**src/rtl/jtag_player_pkg.sv**
```systemverilog
// ---------------------------------------------------------------------------
// jtag_player_pkg
// Shared definitions for the JTAG FIFO player front end.
//   state_t             : arbiter state encoding (IDLE, STREAM, DRAIN, ABORT)
//   OWN_A / OWN_B       : owner encoding (0 = host path, 1 = scan engine)
//   DEFAULT_HIGH_WATER  : default accept limit on the player write count
//   FIFO_DEPTH          : depth of the player's byte FIFO
// ---------------------------------------------------------------------------
package jtag_player_pkg;

    typedef enum logic [1:0] {
        IDLE   = 2'd0,
        STREAM = 2'd1,
        DRAIN  = 2'd2,
        ABORT  = 2'd3
    } state_t;

    localparam logic OWN_A = 1'b0;
    localparam logic OWN_B = 1'b1;

    localparam int FIFO_DEPTH         = 1024;
    localparam int DEFAULT_HIGH_WATER = 1016;

endpackage

```
**src/rtl/jtag_player_arbiter_rr_arb2.sv**
```systemverilog
// ---------------------------------------------------------------------------
// rr_arb2
// Two-way round-robin grant. The grant is combinational from the requests;
// only the memory of who won last time is registered.
//   clk         : clock
//   rst         : synchronous active-high reset (rr_last <= OWN_B)
//   req_a/req_b : requests from A and B
//   take        : the grant is being used this cycle, remember the winner
//   grant_valid : at least one request present
//   grant_owner : winner (OWN_A / OWN_B)
// ---------------------------------------------------------------------------
module rr_arb2
    import jtag_player_pkg::*;
(
    input  logic clk,
    input  logic rst,
    input  logic req_a,
    input  logic req_b,
    input  logic take,
    output logic grant_valid,
    output logic grant_owner
);

    logic rr_last;

    // A lone requester always wins; on a tie the one that did not win last
    // time gets the grant.
    always_comb begin
        grant_valid = req_a | req_b;
        if (req_a && req_b) begin
            grant_owner = ~rr_last;
        end else if (req_b) begin
            grant_owner = OWN_B;
        end else begin
            grant_owner = OWN_A;
        end
    end

    // Resetting to B makes A the winner of the first tie.
    always_ff @(posedge clk) begin
        if (rst) begin
            rr_last <= OWN_B;
        end else if (take) begin
            rr_last <= grant_owner;
        end
    end

endmodule

```
**src/rtl/jtag_player_arbiter.sv**
```systemverilog
// ---------------------------------------------------------------------------
// jtag_player_arbiter
// Shares the JTAG FIFO player byte-write port between requester A (host
// path) and requester B (scan/config engine). One requester owns the player
// for a whole stream (through its last-tagged byte) and until the player
// reports completion; player errors or a completion timeout abort the
// stream and pulse the player FIFO reset.
//   clk_in, rst_in             : clock, synchronous active-high reset
//   a_* / b_*                  : byte request interfaces (data/valid/last in,
//                                ready/done/err out)
//   fifo_data, fifo_wr_en      : registered byte write into the player
//   fifo_rst                   : player FIFO reset
//   full_fifo, empty_fifo,
//   wr_data_count              : player FIFO status
//   eof_in, error_in           : player completion / error
//   busy, owner                : arbiter status
// ---------------------------------------------------------------------------
module jtag_player_arbiter
    import jtag_player_pkg::*;
#(
    parameter int HIGH_WATER    = DEFAULT_HIGH_WATER,
    parameter int DRAIN_TIMEOUT = 1048576,
    parameter int RST_CYCLES    = 8
) (
    input  logic       clk_in,
    input  logic       rst_in,
    input  logic [7:0] a_data,
    input  logic       a_valid,
    input  logic       a_last,
    output logic       a_ready,
    output logic       a_done,
    output logic       a_err,
    input  logic [7:0] b_data,
    input  logic       b_valid,
    input  logic       b_last,
    output logic       b_ready,
    output logic       b_done,
    output logic       b_err,
    output logic [7:0] fifo_data,
    output logic       fifo_wr_en,
    output logic       fifo_rst,
    input  logic       full_fifo,
    input  logic       empty_fifo,
    input  logic [9:0] wr_data_count,
    input  logic       eof_in,
    input  logic       error_in,
    output logic       busy,
    output logic       owner
);

    localparam int TIMER_W = $clog2(DRAIN_TIMEOUT) + 1;
    localparam int RST_W   = $clog2(RST_CYCLES) + 1;

    localparam logic [TIMER_W-1:0] TIMER_LAST = TIMER_W'(DRAIN_TIMEOUT - 1);
    localparam logic [TIMER_W-1:0] TIMER_MAX  = '1;
    localparam logic [RST_W-1:0]   RST_LAST   = RST_W'(RST_CYCLES - 1);
    localparam logic [9:0]         HW_LIMIT   = 10'(HIGH_WATER);

    state_t             state;
    logic               owner_q;
    logic [TIMER_W-1:0] drain_timer;
    logic [RST_W-1:0]   rst_count;

    logic       room;
    logic       accept_a;
    logic       accept_b;
    logic       accept;
    logic       accept_last;
    logic [7:0] accept_data;
    logic       grant_valid;
    logic       grant_owner;
    logic       grant_take;
    logic       abort_now;
    logic       unused_status;

    // The player's empty flag carries no information the arbiter needs.
    assign unused_status = empty_fifo;

    rr_arb2 u_rr_arb2 (
        .clk         (clk_in),
        .rst         (rst_in),
        .req_a       (a_valid),
        .req_b       (b_valid),
        .take        (grant_take),
        .grant_valid (grant_valid),
        .grant_owner (grant_owner)
    );

    assign grant_take = (state == IDLE) && grant_valid && !rst_in;

    // Ready is combinational so a byte can be taken every cycle. It is gated
    // by rst_in so nothing slips into the FIFO during a reset cycle.
    assign room     = !full_fifo && (wr_data_count < HW_LIMIT);
    assign a_ready  = !rst_in && (state == STREAM) && (owner_q == OWN_A) && room;
    assign b_ready  = !rst_in && (state == STREAM) && (owner_q == OWN_B) && room;
    assign accept_a = a_ready && a_valid;
    assign accept_b = b_ready && b_valid;
    assign accept   = accept_a || accept_b;

    assign accept_data = accept_b ? b_data : a_data;
    assign accept_last = accept_b ? b_last : a_last;

    // An error in STREAM or DRAIN beats both eof and a last byte; a DRAIN
    // that runs out of time without eof is treated like an error.
    assign abort_now = ((state == STREAM) && error_in) ||
                       ((state == DRAIN) &&
                        (error_in || (!eof_in && (drain_timer == TIMER_LAST))));

    assign busy  = (state != IDLE);
    assign owner = owner_q;

    // Main FSM. The byte write path runs regardless of the state decision,
    // so a byte accepted in the same cycle as an error still reaches the
    // player. ABORT holds fifo_rst for RST_CYCLES cycles including the
    // entry cycle, then drops it as it returns to IDLE.
    always_ff @(posedge clk_in) begin
        if (rst_in) begin
            state       <= IDLE;
            owner_q     <= OWN_A;
            drain_timer <= '0;
            rst_count   <= '0;
            fifo_data   <= '0;
            fifo_wr_en  <= 1'b0;
            fifo_rst    <= 1'b1;
            a_done      <= 1'b0;
            a_err       <= 1'b0;
            b_done      <= 1'b0;
            b_err       <= 1'b0;
        end else begin
            fifo_wr_en <= accept;
            if (accept) begin
                fifo_data <= accept_data;
            end
            fifo_rst <= 1'b0;
            a_done   <= 1'b0;
            a_err    <= 1'b0;
            b_done   <= 1'b0;
            b_err    <= 1'b0;

            if (abort_now) begin
                state     <= ABORT;
                rst_count <= '0;
                fifo_rst  <= 1'b1;
                a_err     <= (owner_q == OWN_A);
                b_err     <= (owner_q == OWN_B);
            end else begin
                case (state)
                    IDLE: begin
                        if (grant_valid) begin
                            state   <= STREAM;
                            owner_q <= grant_owner;
                        end
                    end
                    STREAM: begin
                        if (accept && accept_last) begin
                            state       <= DRAIN;
                            drain_timer <= '0;
                        end
                    end
                    DRAIN: begin
                        if (eof_in) begin
                            state  <= IDLE;
                            a_done <= (owner_q == OWN_A);
                            b_done <= (owner_q == OWN_B);
                        end else if (drain_timer != TIMER_MAX) begin
                            drain_timer <= drain_timer + 1'b1;
                        end
                    end
                    ABORT: begin
                        if (rst_count == RST_LAST) begin
                            state <= IDLE;
                        end else begin
                            rst_count <= rst_count + 1'b1;
                            fifo_rst  <= 1'b1;
                        end
                    end
                    default: begin
                        state <= IDLE;
                    end
                endcase
            end
        end
    end

endmodule

```
**config.mk**
```make
export PLATFORM = sky130hd
export DESIGN_NAME = jtag_player_arbiter
export DESIGN_NICKNAME = d
export VERILOG_FILES = /design/src/rtl/jtag_player_pkg.sv /design/src/rtl/jtag_player_arbiter_rr_arb2.sv /design/src/rtl/jtag_player_arbiter.sv
export SDC_FILE = /design/constraint.sdc
export NUM_CORES = 1
export LEC_CHECK = 0
export ABC_AREA = 0
export BUFFER_PORTS_ARGS = -buffer_cell sky130_fd_sc_hd__buf_4
export CORE_AREA = 10 10 68 81
export CTS_BUF_LIST = sky130_fd_sc_hd__clkbuf_4 sky130_fd_sc_hd__clkbuf_8
export DETAILED_ROUTE_END_ITERATION = 6
export DIE_AREA = 0 0 78 91
export PLACE_DENSITY = 0.86
export SYNTH_ARGS = -nofsm -noshare
export SYNTH_HDL_FRONTEND = slang
export SYNTH_HIERARCHICAL = 1
export SYNTH_SLANG_ARGS = --single-unit
```
**constraint.sdc**
```tcl
create_clock -name clk_in -period 3.9 [get_ports clk_in]
set_clock_uncertainty 0.15 [all_clocks]
set_input_delay 0.78 -clock clk_in [delete_from_list [all_inputs] [get_ports clk_in]]
set_output_delay 0.78 -clock clk_in [all_outputs]
set_load 0.03 [all_outputs]
```
==> metrics.log, run 1 <==
[metrics] status: finished, final reports clean
[metrics] crit-path max FO: 35
[metrics] Clock Latency Late Sink: 300 ps
[metrics] setup slack of the most critical reg-to-reg path: 1520 ps
[metrics] critical path data required time: 2970 ps
[metrics] final count of pins violating max slew: 0
[metrics] post-synthesis net count: 294
[metrics] number of instances in the synthesized netlist: 256
[metrics] number of I/O pins: 54
[metrics] worst hold stages: 2
[metrics] RSZ-0062 raised after global routing: no
[metrics] Overall Global Routing Usage: 17.0%
[metrics] post-synth design cell area: 2250 um2
[metrics] fin util: 69.1%
[metrics] remaining number of nets flagged by the antenna check after routing: 0
[metrics] global-route congestion overflow total: 0
[metrics] most common flop cell mapped by yosys: dfxtp_1
[metrics] via count of the first global-routing pass: 2167
[metrics] total placed cells including tap cells: 346
[metrics] highest ir drop seen on vdd: 0.240 mV
[metrics] worst max-slew margin expressed relative to the limit: 42.0%
[metrics] number of buffers added to fix hold violations after cts: 0
[metrics] largest area contributor in the netlist: dfxtp_1
[metrics] most common cell after layout, fill and taps aside: buf_4
[metrics] standard cell core area: 3910 um2
[metrics] area added between synthesis and finish: 19.9%
[metrics] slew of the pin with the lowest slew margin: 865 ps
[metrics] Period minus WS final: 2980 ps
[metrics] maximum number of pins on one net before global-route repair: 36
[metrics] width of the die: 78 um
[metrics] Distinct cells, synth: 57
[metrics] total cell area at the placement stage: 2610 um2
[metrics] number of buffers added for setup after CTS: 0
[metrics] portion of synthesized cell area occupied by the leading cell type: 38.2%
[metrics] PD cells: 344 nW/um2
[metrics] CTS max path bufs: 2
[metrics] number of maximum-capacitance violations: 0
[metrics] Final Cell Area: 2700 um2
[metrics] fin crit share: 76.3%
[metrics] number of gates resized after cts: 0
[metrics] number of enable flip-flop cells after synthesis: 0
[metrics] Setup violations, final: 0
[metrics] arrival time at the worst endpoint: 2050 ps
[metrics] post-route insts no fill: 354
[metrics] Reg2Reg Depth: 5
[metrics] # DRC: 0
[metrics] initial drt markers: 177
[metrics] average cell area after synthesis: 8.81 um2
[metrics] Num CTS Buffers: 5
[metrics] summed negative setup slack over all endpoints: 0 ps
[metrics] per-cell via count in the routed design: 5.98
[metrics] overall die area: 7100 um2
[metrics] clock transition time at the flip-flop clock pins of the worst setup and hold paths: 80 ps
[metrics] Final #Nets: 337
[metrics] layout cells sized above 1: 27.3%
[metrics] total wirelength of the detailed-routed design: 5880 um
[metrics] WL per Instance: 16.6 um
[metrics] clock tree from TritonCTS: built
[metrics] antenna cell count: 0
[metrics] leading cell types in the layout, fill and taps excluded: buf_4, dfxtp_1, nand2_1, nor2_1, nand3_1
[metrics] HPWL Detailed: 4360 um
[metrics] Setup crit end kind: output port
[metrics] vias: 2117
[metrics] classification of the worst-slack hold path: reg -> reg
[metrics] yosys synthesis warning count: 6
[metrics] Peak Freq: 336 MHz
[metrics] leakage power figure: 1.04 nW
[metrics] #FFs+latches synth: 43
[metrics] CTS Root Buffer Type: clkbuf_8
[metrics] antenna violations before repair: 0
[metrics] htree depth: 2
[metrics] sequential element share of the synthesized area: 38.2%
[metrics] Pre-antenna DRT Iters: 5
[metrics] nature of the critical path startpoint: primary input
[metrics] top cells by area in the synthesized netlist: dfxtp_1, nand2_1, a311oi_2, a311oi_1, nand3_1
[metrics] first-pass GRT wire length: 10100 um
[metrics] total clock sinks: 43
[metrics] startpoint-to-endpoint class of the critical path: in -> out
[metrics] die extent in y: 91 um
[metrics] Placement Rows: 25
[metrics] Async S/R FF share, synth: 0%
[metrics] gp weighted congestion: 0.826
[metrics] fill cell instance count of the final layout: 318
[metrics] Port Buffers: 49
[metrics] number of hold-slack violations in the final timing report: 0
[metrics] Initial Util: 57.7%
-- cells in the mapped netlist, drive strengths merged (6+ instances only) --
library cell	number
dfxtp	43
nand2	36
nor2	25
a311oi	19
nand3	19
a31oi	11
buf	8
inv	7
a21oi	6
and3	6
clkbuf	6
nand4	6
-- through the flow --
| step | power, mW | setup WS [ps] | hold WS (ps) |
|---|---|---|---|
| 2_1_floorplan | 0.591 | 1240 | 289 |
| 3_3_place_gp | 0.645 | 950 | 306 |
| 3_5_place_dp | 0.650 | 925 | 311 |
| 4_1_cts | 0.932 | 910 | 332 |
| 5_1_grt | 0.974 | 758 | 359 |
| 6_report | 0.930 | 925 | 329 |
-- cell families (layout without fill, tap and decap cells) --
family / count (synthesis) / count (layout) / share of synthesized area [%]
xor+xnor: 4 / 4 / 1.55
mux: 2 / 2 / 0.888
simple gates: 123 / 123 / 30.1
fa+ha+maj: 2 / 2 / 1.11
compound gates: 61 / 61 / 23.3
flops: 43 / 43 / 38.2
buf+inv: 21 / 65 / 4.88
-- layer usage --
metal	track usage, %	part of all wire (%)	vias to the layer above
met5	0	0	-
li1	-	-	1052
met4	8.68	2.7	0
met3	2.86	3.8	14
met2	30.5	55	51
met1	18.6	39	1000
-- critical path: stages --
cell and delay (ps):
buf_4 240, nor2_1 180, o2111a_1 470, and2_1 200, buf_4 160
-- area by class of cell --
cell class                 instances  area, um2  area share (%)
multi-input combinational        192       1280            47.5
sequential                        43        861            31.9
timing repair buffer              50        375            13.9
clock buffer                       7       83.8            3.10
tap                               54       67.6            2.50
inverter                           7       26.3           0.972
clock inverter                     1       5.00           0.185
-- registers in the layout, summed over array words and instances, names as in the netlist, 2 cells and up --
register     cells
state            2
drain_timer     21
fifo_data        8
rst_count        4
-- final timing paths --
check / endpoint / start
worst max-delay path: a_ready / rst_in
worst min-delay path: fifo_data[5] / fifo_data[5]
worst max register to register: drain_timer[19] / state[1]
worst min register to register: fifo_data[5] / fifo_data[5]
-- report_power, final --
group | internal, mW | total, mW | switching (mW)
registers | 0.454 | 0.473 | 0.0192
clock network | 0.140 | 0.292 | 0.152
logic | 0.0700 | 0.166 | 0.0958
Power figures use the tool's default switching activity.
==> inputs of run 2 (changes only) <==
--- a/config.mk
+++ b/config.mk
@@ -5,13 +5,13 @@
 export SDC_FILE = /design/constraint.sdc
 export NUM_CORES = 1
 export LEC_CHECK = 0
-export ABC_AREA = 0
+export ABC_AREA = 1
 export BUFFER_PORTS_ARGS = -buffer_cell sky130_fd_sc_hd__buf_4
-export CORE_AREA = 10 10 68 81
+export CORE_AREA = 10 10 73 87
 export CTS_BUF_LIST = sky130_fd_sc_hd__clkbuf_4 sky130_fd_sc_hd__clkbuf_8
 export DETAILED_ROUTE_END_ITERATION = 6
-export DIE_AREA = 0 0 78 91
-export PLACE_DENSITY = 0.86
+export DIE_AREA = 0 0 83 97
+export PLACE_DENSITY = 0.83
 export SYNTH_ARGS = -nofsm -noshare
 export SYNTH_HDL_FRONTEND = slang
 export SYNTH_HIERARCHICAL = 1
==> constraint.sdc (replaced) <==
create_clock -name clk_in -period 2.86 [get_ports clk_in]
set_clock_uncertainty 0.15 [all_clocks]
set_input_delay 0.572 -clock clk_in [delete_from_list [all_inputs] [get_ports clk_in]]
set_output_delay 0.572 -clock clk_in [all_outputs]
set_load 0.03 [all_outputs]
==> run 2 against run 1 <==
The run now ends with DRC left. Clock power up 34%. Core utilization down 2.3 points. Sequential share of layout area down 3.8 points. Routed wire length up 16%. Critical path type is now reg -> reg. Largest cell class unchanged.
==> metrics.log, run 2 <==
[metrics] status: finished, violations left
[metrics] violated checks: DRC
[metrics] Initial Util: 56.3%
[metrics] leakage power figure: 1.47 nW
[metrics] Reg2Reg Depth: 12
[metrics] post-synth design cell area: 2590 um2
[metrics] post-synthesis net count: 455
[metrics] clock transition time at the flip-flop clock pins of the worst setup and hold paths: 80 ps
[metrics] total power draw: 2.40 mW
[metrics] Final #Nets: 504
[metrics] Async S/R FF share, synth: 0%
[metrics] number of maximum-capacitance violations: 0
[metrics] Port Buffers: 49
[metrics] Placement Rows: 27
[metrics] total wirelength of the detailed-routed design: 6840 um
[metrics] Worst path most repeated cell: nand2_1
[metrics] htree depth: 2
[metrics] width of the die: 83 um
[metrics] area taken by flip-flops and latches: 861 um2
[metrics] #FFs+latches synth: 43
[metrics] worst slack, placed: 255 ps
[metrics] kind of cell with the highest combined delay on the critical path: simple AND/OR/NAND/NOR gates
[metrics] top cells by area in the synthesized netlist: dfxtp_1, nand2_1, nor2_1, inv_1, nand3_1
[metrics] layout cells sized above 1: 16.7%
[metrics] die extent in y: 97 um
[metrics] fin crit share: 88.2%
[metrics] most common library cells after synthesis: nand2_1, nor2_1, inv_1
[metrics] leading registers by flop count: drain_timer x21, fifo_data x8, rst_count x4
[metrics] Critical-path top delay cell: dfxtp_1
[metrics] clock tree from TritonCTS: built
[metrics] largest area contributor in the netlist: dfxtp_1
[metrics] highest ir drop seen on vdd: 0.449 mV
[metrics] Period minus WS final: 2520 ps
[metrics] leading cell types in the layout, fill and taps excluded: nand2_1, nor2_1, inv_1, buf_4, dfxtp_1
[metrics] number of I/O pins: 54
[metrics] fill cell instance count of the final layout: 451
[metrics] worst-case hold path end point: rst_count[2]
[metrics] Pre-antenna DRT Iters: 7
[metrics] overall die area: 8050 um2
[metrics] number of buffers added for setup after CTS: 0
[metrics] number of gates resized after cts: 0
[metrics] CTS max path bufs: 2
[metrics] area added between synthesis and finish: 18.6%
[metrics] final count of pins violating max slew: 0
[metrics] CTS Root Buffer Type: clkbuf_8
[metrics] first-pass GRT wire length: 11800 um
[metrics] gp weighted congestion: 0.880
[metrics] worst max-slew margin expressed relative to the limit: 76.0%
[metrics] via count of the first global-routing pass: 2743
[metrics] per-cell via count in the routed design: 5.21
[metrics] vias: 2732
[metrics] remaining number of nets flagged by the antenna check after routing: 0
[metrics] antenna cell count: 0
[metrics] nature of the critical path startpoint: flop
[metrics] HPWL Detailed: 5160 um
[metrics] RSZ-0062 raised after global routing: no
[metrics] Distinct cells, synth: 32
[metrics] smallest hold slack: 336 ps
[metrics] arrival time at the worst endpoint: 2570 ps
[metrics] Reg2Reg Launch Point: drain_timer[0]
[metrics] count leader, synth: nand2_1
[metrics] critical-path cell list: ha_1 -> nand3_1 -> nor2_1 -> nand4_1 -> nor2_1 -> nand2_1 -> nand2_1 -> inv_2 -> nand3_4 -> nand2_1 -> nand2_1 -> nor2_1
[metrics] number of buffers added to fix hold violations after cts: 0
[metrics] total area of multi-input combinational cells: 1410 um2
[metrics] max reg flops: 21
[metrics] yosys synthesis warning count: 6
[metrics] total clock sinks: 43
[metrics] crit-path max FO: 32
[metrics] Peak Freq: 397 MHz
[metrics] Setup violations, final: 0
[metrics] setup slack of the most critical reg-to-reg path: 340 ps
[metrics] slew of the pin with the lowest slew margin: 360 ps
[metrics] sequential element share of the synthesized area: 33.3%
[metrics] initial drt markers: 195
[metrics] standard cell core area: 4590 um2
[metrics] hold_sp: rst_count[2]
[metrics] startpoint-to-endpoint class of the critical path: reg -> reg
[metrics] maximum number of pins on one net before global-route repair: 34
[metrics] number of enable flip-flop cells after synthesis: 0
[metrics] average cell area after synthesis: 6.20 um2
[metrics] Num CTS Buffers: 5
[metrics] Overall Global Routing Usage: 16.5%
[metrics] CP bufs+invs: 1
[metrics] Setup crit end kind: flop
[metrics] PD cells: 781 nW/um2
[metrics] classification of the worst-slack hold path: reg -> reg
[metrics] portion of synthesized cell area occupied by the leading cell type: 33.3%
[metrics] Clock Latency Late Sink: 300 ps
[metrics] reg-to-reg critical path endpoint: drain_timer[7]
[metrics] critical path data required time: 2910 ps
[metrics] final critical-path setup slack: 338 ps
[metrics] most common cell after layout, fill and taps aside: nand2_1
[metrics] largest register by flop count: drain_timer
[metrics] antenna violations before repair: 0
[metrics] worst hold stages: 2
[metrics] most common flop cell mapped by yosys: dfxtp_1
[metrics] fin util: 66.8%
[metrics] global-route congestion overflow total: 0
[metrics] # DRC: 1
[metrics] number of instances in the synthesized netlist: 417
[metrics] delay of the slowest critical-path stage: 410 ps
[metrics] number of hold-slack violations in the final timing report: 0
[metrics] WL per Instance: 13.1 um
[metrics] summed negative setup slack over all endpoints: 0 ps
-- run 2: cell types whose count changed in the layout (fill, tap and decap cells not counted), moves of 8 or more --
cell,delta
a311oi_2,-8
nor2_1,+54
a31oi_1,-11
inv_1,+51
nand2_1,+76
o221ai_1,+8
nand4_1,+9
a311oi_1,-11
nor3_1,+13
-- run 2: kinds of logic after synthesis --
logic type                 after synthesis  share of synthesized area, %
AOI/OAI and AO/OA                       33                          7.83
xor gates and xnor gates                 1                         0.339
adders and majority gates                2                         0.967
buffers and inverters                   74                          12.1
DFF                                     43                          33.3
and+or+nand+nor                        264                          45.5
-- run 2: worst reg2reg max path: stages (launching register included) --
cell and delay (ps):
dfxtp_1 410, ha_1 290, nand3_1 140, nor2_1 210, nand4_1 160, nor2_1 180
nand2_1 80, nand2_1 130, inv_2 140, nand3_4 310, nand2_1 110, nand2_1 80
nor2_1 40
-- run 2: power by group --
part | total (mW) | switching, mW | internal (mW)
sequential | 0.922 | 0.162 | 0.759
clock | 0.392 | 0.203 | 0.190
combinational | 1.08 | 0.713 | 0.370
total | 2.40 | 1.08 | 1.32
-- run 2: how the worst max path moves through the flow --
stage,startpoint,end,slack (ps),cells after the start
after floorplan,wr_data_count[5],drain_timer[3],610,13
after global routing,drain_timer[0],drain_timer[17],100,12
final,drain_timer[0],drain_timer[7],340,12
after detailed placement,rst_in,drain_timer[3],260,11
after global placement,rst_in,drain_timer[3],270,11
after CTS,drain_timer[0],drain_timer[8],360,12
-- run 2: final cells by class --
type | instances | share of cell area [%]
Clock buffer | 6 | 2.69
Multi-Input combinational cell | 300 | 46.0
Inverter | 63 | 7.71
Timing Repair Buffer | 53 | 13.0
Tap cell | 58 | 2.37
Clock inverter | 1 | 0.163
Sequential cell | 43 | 28.1
-- run 2: metal layers --
metal | vias to the layer above | share of wire (%) | track usage, %
met5 | - | 0 | 0
met4 | 0 | 2.0 | 7.05
met3 | 16 | 9.1 | 6.53
met2 | 92 | 49 | 29.0
met1 | 1211 | 40 | 16.9
li1 | 1413 | - | -
-- run 2: metrics by stage --
step / std cells / instance area [um2]
2_1_floorplan: 417 / 2590
3_3_place_gp: 517 / 2980
3_5_place_dp: 517 / 2980
4_1_cts: 524 / 3070
5_1_grt: 524 / 3070
6_report: 524 / 3070
